$ cat src/rtl/usb_rx_pkg.sv
// Shared types and defaults for the full-speed USB receive deserializer.
// Line symbol encodings are {dp, dm}; a dp1/dm1 sample is folded into SE0.
package usb_rx_pkg;

    localparam int SYNC_ZEROS_DEF = 5;
    localparam int STUFF_LEN_DEF  = 6;

    typedef enum logic [2:0] {
        ST_IDLE,
        ST_SYNC,
        ST_DATA,
        ST_EOP2,
        ST_WAITJ,
        ST_ERR
    } rx_state_e;

    typedef enum logic [1:0] {
        SYM_SE0 = 2'b00,
        SYM_K   = 2'b01,
        SYM_J   = 2'b10
    } line_sym_e;

    typedef struct packed {
        logic       valid;
        logic       sop;
        logic       eop;
        logic [7:0] data;
    } rx_beat_t;

    function automatic line_sym_e decode_sym(input logic dp, input logic dm);
        case ({dp, dm})
            2'b10:   return SYM_J;
            2'b01:   return SYM_K;
            default: return SYM_SE0;
        endcase
    endfunction

endpackage

$ cat src/rtl/usb_bit_unstuff.sv
// NRZI decoder and bit-stuff remover. All outputs are combinational and
// qualified by the current bit strobe; stuffing only applies while stuff_en.
module usb_bit_unstuff
    import usb_rx_pkg::*;
#(
    parameter int STUFF_LEN = STUFF_LEN_DEF
) (
    input  logic clk,
    input  logic rst_n,
    input  logic rx_en,
    input  logic bit_strobe,
    input  logic rx_dp,
    input  logic rx_dm,
    input  logic stuff_en,
    input  logic run_set,
    output logic sym_vld,
    output logic sym_j,
    output logic sym_k,
    output logic se0,
    output logic bit_vld,
    output logic bit_val,
    output logic stuff_err
);

    localparam int RW = $clog2(STUFF_LEN + 1);

    line_sym_e     sym;
    line_sym_e     prev_sym;
    logic [RW-1:0] run;
    logic          at_limit;
    logic          non_se0;

    always_comb begin
        sym       = decode_sym(rx_dp, rx_dm);
        sym_vld   = rx_en && bit_strobe;
        non_se0   = sym_vld && (sym != SYM_SE0);
        se0       = sym_vld && (sym == SYM_SE0);
        sym_j     = sym_vld && (sym == SYM_J);
        sym_k     = sym_vld && (sym == SYM_K);
        bit_val   = (sym == prev_sym);
        at_limit  = stuff_en && (run == RW'(STUFF_LEN));
        // the bit after a full run of ones must be a stuffed 0: drop it, or flag a 1
        bit_vld   = non_se0 && !at_limit;
        stuff_err = non_se0 && at_limit && bit_val;
    end

    always_ff @(posedge clk or negedge rst_n) begin
        if (!rst_n) begin
            prev_sym <= SYM_J;
            run      <= '0;
        end else if (!rx_en) begin
            prev_sym <= SYM_J;
            run      <= '0;
        end else begin
            if (non_se0)
                prev_sym <= sym;
            if (run_set)
                run <= RW'(1);
            else if (non_se0 && stuff_en)
                run <= (at_limit || !bit_val) ? '0 : run + RW'(1);
        end
    end

endmodule

$ cat src/rtl/usb_rx_deserial.sv
// USB full-speed receive front end: SYNC detect, byte assembly, EOP detect.
// One byte is held back so the last byte of a packet can carry rx_eop.
module usb_rx_deserial
    import usb_rx_pkg::*;
#(
    parameter int SYNC_ZEROS = SYNC_ZEROS_DEF,
    parameter int STUFF_LEN  = STUFF_LEN_DEF
) (
    input  logic       clk,
    input  logic       rst_n,
    input  logic       rx_en,
    input  logic       bit_strobe,
    input  logic       rx_dp,
    input  logic       rx_dm,
    output logic [7:0] rx_data,
    output logic       rx_valid,
    output logic       rx_sop,
    output logic       rx_eop,
    output logic       rx_data_on,
    output logic       rx_err
);

    localparam int SCW = $clog2(SYNC_ZEROS + 1);

    rx_state_e      state, state_nxt;
    logic [SCW-1:0] sync_cnt;
    logic [2:0]     bit_cnt;
    logic [7:0]     shreg;
    logic [7:0]     held;
    logic           held_vld;
    logic           held_first;

    logic           sym_vld, sym_j, sym_k, se0;
    logic           bit_vld, bit_val, stuff_err;
    logic           stuff_en, sync_ok, accept, byte_done, line_idle, err_set;
    logic [7:0]     byte_nxt;
    rx_beat_t       beat;

    usb_bit_unstuff #(.STUFF_LEN(STUFF_LEN)) u_unstuff (
        .clk       (clk),
        .rst_n     (rst_n),
        .rx_en     (rx_en),
        .bit_strobe(bit_strobe),
        .rx_dp     (rx_dp),
        .rx_dm     (rx_dm),
        .stuff_en  (stuff_en),
        .run_set   (accept),
        .sym_vld   (sym_vld),
        .sym_j     (sym_j),
        .sym_k     (sym_k),
        .se0       (se0),
        .bit_vld   (bit_vld),
        .bit_val   (bit_val),
        .stuff_err (stuff_err)
    );

    always_ff @(posedge clk or negedge rst_n) begin
        if (!rst_n)
            state <= ST_IDLE;
        else if (!rx_en)
            state <= ST_IDLE;
        else
            state <= state_nxt;
    end

    always_comb begin
        state_nxt = state;
        case (state)
            ST_IDLE:  if (sym_k) state_nxt = ST_SYNC;
            ST_SYNC: begin
                if (se0)
                    state_nxt = ST_IDLE;
                else if (bit_vld && bit_val)
                    state_nxt = sync_ok ? ST_DATA : ST_IDLE;
            end
            ST_DATA: begin
                if (stuff_err)
                    state_nxt = ST_ERR;
                else if (se0)
                    state_nxt = (bit_cnt == 3'd0) ? ST_EOP2 : ST_ERR;
            end
            ST_EOP2:  if (sym_vld) state_nxt = se0 ? ST_WAITJ : ST_ERR;
            ST_WAITJ,
            ST_ERR:   if (sym_j) state_nxt = ST_IDLE;
            default:  state_nxt = ST_IDLE;
        endcase
    end

    always_comb begin
        stuff_en  = (state == ST_DATA);
        sync_ok   = (sync_cnt >= SCW'(SYNC_ZEROS));
        accept    = (state == ST_SYNC) && bit_vld && bit_val && sync_ok;
        byte_nxt  = {bit_val, shreg[7:1]};
        byte_done = (state == ST_DATA) && bit_vld && (bit_cnt == 3'd7);
        line_idle = ((state == ST_WAITJ) || (state == ST_ERR)) && sym_j;
        err_set   = stuff_err
                  || ((state == ST_DATA) && se0 && (bit_cnt != 3'd0))
                  || ((state == ST_EOP2) && sym_vld && !se0);
        beat       = '0;
        beat.data  = held;
        beat.sop   = held_first;
        // a completed byte releases the previous one; the second EOP SE0 releases the last
        if (byte_done && held_vld) begin
            beat.valid = 1'b1;
        end else if ((state == ST_EOP2) && se0 && held_vld) begin
            beat.valid = 1'b1;
            beat.eop   = 1'b1;
        end
        if (!beat.valid)
            beat.sop = 1'b0;
    end

    always_ff @(posedge clk or negedge rst_n) begin
        if (!rst_n) begin
            rx_data    <= '0;
            rx_valid   <= 1'b0;
            rx_sop     <= 1'b0;
            rx_eop     <= 1'b0;
            rx_data_on <= 1'b0;
            rx_err     <= 1'b0;
        end else if (!rx_en) begin
            rx_data    <= '0;
            rx_valid   <= 1'b0;
            rx_sop     <= 1'b0;
            rx_eop     <= 1'b0;
            rx_data_on <= 1'b0;
            rx_err     <= 1'b0;
        end else begin
            rx_valid <= beat.valid;
            rx_sop   <= beat.sop;
            rx_eop   <= beat.eop;
            rx_err   <= err_set;
            if (beat.valid)
                rx_data <= beat.data;
            if (accept)
                rx_data_on <= 1'b1;
            else if (line_idle)
                rx_data_on <= 1'b0;
        end
    end

    always_ff @(posedge clk or negedge rst_n) begin
        if (!rst_n) begin
            sync_cnt   <= '0;
            bit_cnt    <= '0;
            shreg      <= '0;
            held       <= '0;
            held_vld   <= 1'b0;
            held_first <= 1'b0;
        end else if (!rx_en) begin
            sync_cnt   <= '0;
            bit_cnt    <= '0;
            shreg      <= '0;
            held       <= '0;
            held_vld   <= 1'b0;
            held_first <= 1'b0;
        end else begin
            // the K leaving idle is itself the first decoded 0 of SYNC
            if ((state == ST_IDLE) && sym_k)
                sync_cnt <= SCW'(1);
            else if ((state == ST_SYNC) && bit_vld && !bit_val && !sync_ok)
                sync_cnt <= sync_cnt + SCW'(1);

            if (accept) begin
                bit_cnt    <= '0;
                held_vld   <= 1'b0;
                held_first <= 1'b0;
            end else if ((state == ST_DATA) && bit_vld) begin
                bit_cnt <= bit_cnt + 3'd1;
                shreg   <= byte_nxt;
                if (byte_done) begin
                    held       <= byte_nxt;
                    held_vld   <= 1'b1;
                    held_first <= !held_vld;
                end
            end else if (beat.eop || line_idle) begin
                held_vld <= 1'b0;
            end
        end
    end

endmodule

$ cat config.mk
export PLATFORM = sky130hd
export DESIGN_NAME = usb_rx_deserial
export DESIGN_NICKNAME = d
export VERILOG_FILES = /design/src/rtl/usb_rx_pkg.sv /design/src/rtl/usb_bit_unstuff.sv /design/src/rtl/usb_rx_deserial.sv
export SDC_FILE = /design/constraint.sdc
export NUM_CORES = 1
export LEC_CHECK = 0
export ABC_CLOCK_PERIOD_IN_PS = 2300
export CAP_MARGIN = 20
export CORE_MARGIN = 4
export CORE_UTILIZATION = 55
export DETAILED_ROUTE_END_ITERATION = 10
export DONT_BUFFER_PORTS = 1
export GPL_TIMING_DRIVEN = 0
export PLACE_DENSITY = 0.71
export REMOVE_ABC_BUFFERS = 1
export SYNTH_ARGS = -nofsm -noshare
export SYNTH_HDL_FRONTEND = slang
export SYNTH_SLANG_ARGS = --single-unit
$ cat constraint.sdc
create_clock -name clk -period 2.3 [get_ports clk]
set_input_delay 0.46 -clock clk [delete_from_list [all_inputs] [get_ports clk]]
set_output_delay 0.46 -clock clk [all_outputs]
set_load 0.05 [all_outputs]
After elaboration in Yosys (flattened, before gate mapping)
Index checks and enable logic that the tools add are counted.
{"block": "word_totals", "register_bits": 45, "inputBits": 6, "out_inout_bits": 13, "word_cells": 150}
{"block": "op_classes", "addsub": 3, "magnitude_cmp": 1, "n_eq_ne": 29, "muxes": 54, "reduce_logical": 48}
{"operator": "8-bit 2-to-1 mux", "count": 9}
{"operator": "3-bit 2-to-1 mux", "count": 19}
{"operator": "1-bit logical AND", "count": 27}
{"operator": "1-bit 2-to-1 mux", "count": 21}
{"operator": "3-bit by 1-bit inequality test with 1-bit output (second input constant)", "count": 5}
{"operator": "3-bit case mux with 5 select lines", "count": 1}
{"operator": "3-bit == test (second input constant)", "count": 4}
{"operator": "4-bit inequality test (second input constant)", "count": 3}
{"operator": "3-bit by 1-bit adder with 3-bit output (second input constant)", "count": 3}
{"operator": "3-bit inequality test (second input constant)", "count": 3}
{"operator": "2-bit by 1-bit inequality test with 1-bit output (second input constant)", "count": 4}
{"operator": "3-bit by 2-bit == test with 1-bit output (second input constant)", "count": 2}
{"operator": "3-bit zero test", "count": 2}
{"operator": "2-bit 2-to-1 mux", "count": 3}
{"operator": "2-bit AND reduction", "count": 3}
{"operator": "1-bit zero test", "count": 5}
{"operator": "1-bit logical OR", "count": 5}
{"operator": "5-bit AND reduction", "count": 1}
{"operator": "2-bit by 1-bit == test with 1-bit output (second input constant)", "count": 2}
{"operator": "2-bit == test (second input constant)", "count": 2}
{"operator": "4-bit by 1-bit inequality test with 1-bit output (second input constant)", "count": 1}
{"operator": "2-bit case mux with 2 select lines", "count": 1}
{"operator": "3-bit by 1-bit == test with 1-bit output (second input constant)", "count": 1}
{"operator": "3-bit >= comparator (second input constant)", "count": 1}
{"operator": "7 further kinds", "count": 7}

Logic depth before layout (Yosys ltp)
{"block": "depth", "ltp_word": 14, "ltp_mapped": 10, "ltp_nobuf": 7}

By module
A second synthesis with hierarchy kept.
{"block": "hier_totals", "hier_cells": 236, "area_unflattened_um2": 2374.8}
{"mod": "usb_rx_deserial", "n_inst": 1, "cells_per_inst": 189, "area_per_inst_um2": 1928.1, "seq_area_each_um2": 975.9}
{"mod": "usb_bit_unstuff", "n_inst": 1, "cells_per_inst": 47, "area_per_inst_um2": 446.7, "seq_area_each_um2": 126.4}

Worst setup path before layout
Ideal clock, no wire load.
{"block": "synth_path", "path_kind": "input-to-reg", "from": "input port rx_dp", "to": "register rx_data[1]", "setup_time_ps": 76, "t_arrival_ps": 1929, "t_required_ps": 2224, "slack_ps": 295, "stages": 10, "n_path_buf": 3, "path_cell_list": "inv_1 ha_1 and3b_1 buf_6 and4_1 buf_6 o21ai_4 buf_6 nand3_1 o21ai_1"}
{"block": "synth_between", "elab_chain_len": 10, "elab_cells_between_ends": 16, "classes_between": "3 x eq/ne; 3 x mux; 10 x reduce/logical"}
{"element": "start, declared", "line_no": "usb_rx_deserial.sv:13", "source": "input logic rx_dp,"}
{"element": "2-bit by 1-bit == test with 1-bit output / 2-bit == test (equally long branches)", "line_no": "usb_rx_pkg.sv:31", "source": "case ({dp, dm})"}
{"element": "2-bit case mux with 2 select lines (*)", "line_no": "usb_rx_pkg.sv:31"}
{"element": "2-bit nonzero test", "line_no": "usb_bit_unstuff.sv:36", "source": "non_se0 = sym_vld && (sym != SYM_SE0);"}
{"element": "1-bit logical AND", "line_no": "usb_bit_unstuff.sv:36"}
{"element": "1-bit logical AND", "line_no": "usb_bit_unstuff.sv:43", "source": "bit_vld = non_se0 && !at_limit;"}
{"element": "1-bit logical AND (2 in a row)", "line_no": "usb_rx_deserial.sv:94", "source": "byte_done = (state == ST_DATA) && bit_vld && (bit_cnt == 3'd7);"}
{"element": "1-bit logical AND", "line_no": "usb_rx_deserial.sv:103", "source": "if (byte_done && held_vld) begin"}
{"element": "1-bit 2-to-1 mux (*)", "line_no": "usb_rx_deserial.sv:103"}
{"element": "2-bit by 1-bit inequality test with 1-bit output (no source line) (*)"}
{"element": "end signal, assigned", "line_no": "usb_rx_deserial.sv:134", "source": "rx_data <= beat.data;"}
{"element": "end, declared", "line_no": "usb_rx_deserial.sv:15", "source": "output logic [7:0] rx_data,"}
Every way passes the cells marked *; elsewhere a longest branch is shown, timed or not.
A chain may end at the register's enable or synchronous reset.

Worst setup path in the final report
{"block": "layout_path", "from": "input port rx_dp", "to": "register held_vld"}
{"block": "layout_between", "elab_chain_len": 12, "elab_cells_between_ends": 29, "classes_between": "6 x eq/ne; 6 x mux; 17 x reduce/logical"}
{"element": "2-bit by 1-bit == test with 1-bit output / 2-bit == test (equally long branches)", "line_no": "usb_rx_pkg.sv:31"}
{"element": "2-bit case mux with 2 select lines (*)", "line_no": "usb_rx_pkg.sv:31"}
{"element": "2-bit nonzero test", "line_no": "usb_bit_unstuff.sv:36"}
{"element": "1-bit logical AND", "line_no": "usb_bit_unstuff.sv:36"}
{"element": "1-bit logical AND", "line_no": "usb_bit_unstuff.sv:43"}
{"element": "1-bit logical AND", "line_no": "usb_rx_deserial.sv:94, usb_rx_deserial.sv:168"}
{"element": "1-bit logical AND", "line_no": "usb_rx_deserial.sv:94"}
{"element": "1-bit logical AND", "line_no": "usb_rx_deserial.sv:103"}
{"element": "1-bit 2-to-1 mux", "line_no": "usb_rx_deserial.sv:103"}
{"element": "1-bit logical OR", "line_no": "usb_rx_deserial.sv:176", "source": "end else if (beat.eop || line_idle) begin"}
{"element": "4-bit by 1-bit inequality test with 1-bit output (no source line)"}
{"element": "2-bit AND reduction (no source line)"}
{"element": "end signal, assigned", "line_no": "usb_rx_deserial.sv:166", "source": "held_vld <= 1'b0;"}
{"element": "end signal, assigned", "line_no": "usb_rx_deserial.sv:173", "source": "held_vld <= 1'b1;"}
{"element": "end signal, assigned", "line_no": "usb_rx_deserial.sv:177", "source": "held_vld <= 1'b0;"}
{"element": "end, declared", "line_no": "usb_rx_deserial.sv:30", "source": "logic held_vld;"}
Marks and branches as above.

==> reports/qor.csv <==
metric,value,unit
status,finished clean,
use_met3,3.99,%
synth-seq-cells,44,
cellLeakagePower,1.17,nW
gr-usage-met1,24.3,%
p_seq_share,53.8,%
final_hold_viol_count,0,
max_freq,513,MHz
antenna_found_initial,0,
fp.dieW,73.2,µm
place.gp.congestion,0.904,
insertedDiodeCount,0,
period_share,84.8,%
cts-root-buf,clkbuf_8,
grt_pass1_wl,7020,µm
internal_power,1.14,mW
rsz0062_at_grt,no,
netlist_area,2340,µm²
cts.sinks,44,
start_kind,primary input,
netlist.area_leader.share,46.0,%
dieArea,5360,µm²
yosys.area.top_type,dfrtp_1,
switching_share,22.3,%
synth_cell_types,59,
fin_crit,1.95,ns
grt_max_degree,45,
grtUsageMet2,24.4,%
grt_pass1_vias,1527,
synth_edf_count,0,
grtUsageTotal,16.9,%
syn_area_per_cell,9.71,µm²
top_level_ports,19,
grt-busiest-layer,met2,
insertion_delay,0.29,ns
ys_dominant_reg_cell,dfrtp_1,
clkPwrFrac,40.1,%
p_comb_share,6.0,%
cts_tree,built,
fin_skew,0.00385,ns
setup_slack,0.350,ns
postCtsResizedCells,0,
die_y,73.2,µm
pre_cts_ws,0.0305,ns
cts_max_level,2,
core,4060,µm²
cts_buffers,5,
ant_nets,0,
synth.area.top_cells,"dfrtp_1 (46%), nand2_1 (6.7%), nand3_1 (6.0%)",
tightest_slew,0.536,ns
required,2.49,ns
maxSlewViolCount,0,
setup_tns,0,ns
max_cap_viol_count,0,
grt_overflow,0,
arrival,2.14,ns
drt_iter0_markers,103,
synth.most_common_cell,dfrtp_1,
p_switching,327,µW
hold_buffers,1,
row_count,23,
clk_pin_slew,0.08,ns
cp-startpoint,rx_dp,
crit_fanout,9,
r2r-start,state[0]$_DFFE_PN0P_,
routedWlPerCell,13.6,µm
syn_to_final_growth,5.29,%
vias,1647,
hold_class,primary input to async pin,
io_buffers,0,
drc,0,
p_per_area,595,nW/µm²
postSynth.asyncResetShare,100,%
relSlewSlack,64.2,%
initial_utilization,57.7,%
cts_setup_buffers,0,
synth-seq-area-share,47.1,%
wl,3940,µm
vias_per_cell,5.68,
cp-end-kind,flip-flop,
firstDrtPassIters,4,
nets,256,
clk_path_buf_depth,2,
setup_viol,0,
synth_commonest_cells,"dfrtp_1 (43), nand2_1 (42), nand3_1 (28)",
max-vdd-ir-drop,0.000282,V
ys_warn_count,0,
hpwl,2710,µm
drive_gt1_share,10.4,%
crit_type,primary input to flip-flop,
syn_inst,241,
## stage by stage
stage	util (%)	hold slack (ns)	std cells	total power [mW]	instance area, µm²
4_1_cts	60.7	0.000160	290	1.49	2460
3_3_place_gp	57.4	0.166	281	0.874	2330
3_5_place_dp	57.4	0.166	281	0.875	2330
5_1_grt	60.7	0.00173	290	1.53	2460
2_1_floorplan	-	0.164	231	0.861	2270
6_report	60.7	0.00379	290	1.47	2460
## layout by cell type (no fill, tap or decap), types with 2 or more instances in the layout
cell / synthesis / routed
dfrtp_1: 43 / 43
nand2_1: 42 / 42
nand3_1: 28 / 28
inv_1: 18 / 18
ha_1: 11 / 11
nor2_1: 10 / 10
o21ai_1: 8 / 8
o21ai_0: 6 / 6
clkbuf_8: 0 / 5
a21oi_1: 4 / 4
nand3b_1: 3 / 3
nor2b_1: 3 / 3
mux2i_1: 3 / 3
nand4_1: 3 / 3
nor3_1: 3 / 3
o21bai_1: 2 / 2
and2_1: 2 / 2
and3_1: 2 / 2
o31ai_4: 2 / 2
xor2_1: 2 / 2
a21o_1: 2 / 2
## routing by layer
layer | vias to the layer above | share of wire [%]
met5 | - | 0
met4 | 0 | 1.6
met3 | 7 | 7.2
met2 | 54 | 44
met1 | 763 | 48
li1 | 823 | -
## logic make-up after synthesis
kind of cell	after synthesis	share of synthesized area, %
XOR/XNOR	4	1.82
multiplexers	4	1.76
AND/OR/NAND/NOR	110	23.5
flip-flops	44	47.1
adder cells (fa/ha/maj)	11	5.88
AO/OA/AOI/OAI	40	13.9
buffers and inverters	28	6.04
## state kept, by name, summed over array words and instances, names as in the netlist
| signal | cells |
|---|---|
| held | 8 |
| rx_data | 8 |
| shreg | 7 |
| bit_cnt | 3 |
| state | 3 |
| sync_cnt | 3 |
| u_unstuff.run | 3 |
| u_unstuff.prev_sym | 2 |
| held_first | 1 |
| held_vld | 1 |
| rx_data_on | 1 |
| rx_eop | 1 |
| rx_err | 1 |
| rx_sop | 1 |
| rx_valid | 1 |
## power by group through the flow
| stage | Sequential, mW | Clock, mW | Combinational (mW) |
|---|---|---|---|
| after global routing | 0.790 | 0.642 | 0.100 |
| after floorplan | 0.802 | 0 | 0.0592 |
| final | 0.789 | 0.588 | 0.0887 |
| after detailed placement | 0.804 | 0 | 0.0709 |
| after CTS | 0.789 | 0.615 | 0.0900 |
| after global placement | 0.804 | 0 | 0.0696 |
## worst max-delay path: stages
cell	delay (ns)
inv_1	0.03
ha_1	0.35
and3b_1	0.40
nand3_1	0.19
o31ai_4	0.45
and3b_2	0.25
## final timing paths
kind / to / slack, ns / cells after the start
min reg2reg: held[0]$_DFFE_PN0P_ / 0.48 / 2
min: rx_data[6]$_DFFE_PN0P_ / 0.004 / 1
min in group clk: u_unstuff.prev_sym[1]$_DFFE_PN1P_ / 0.22 / 1
max reg2reg: held_vld$_DFFE_PN0P_ / 0.37 / 4
max in group asynchronous: u_unstuff.prev_sym[1]$_DFFE_PN1P_ / 2.04 / 1
max: held_vld$_DFFE_PN0P_ / 0.35 / 6
## cell type report
type / instances / area (µm²)
inverter: 18 / 67.6
sequential: 44 / 1100
multi-input combinational: 169 / 1100
timing repair buffer: 1 / 20.0
tap: 50 / 62.6
clock buffer: 5 / 68.8
fill: 357 / 1590
clock inverter: 3 / 46.3
(Power assumes the default switching activity.)
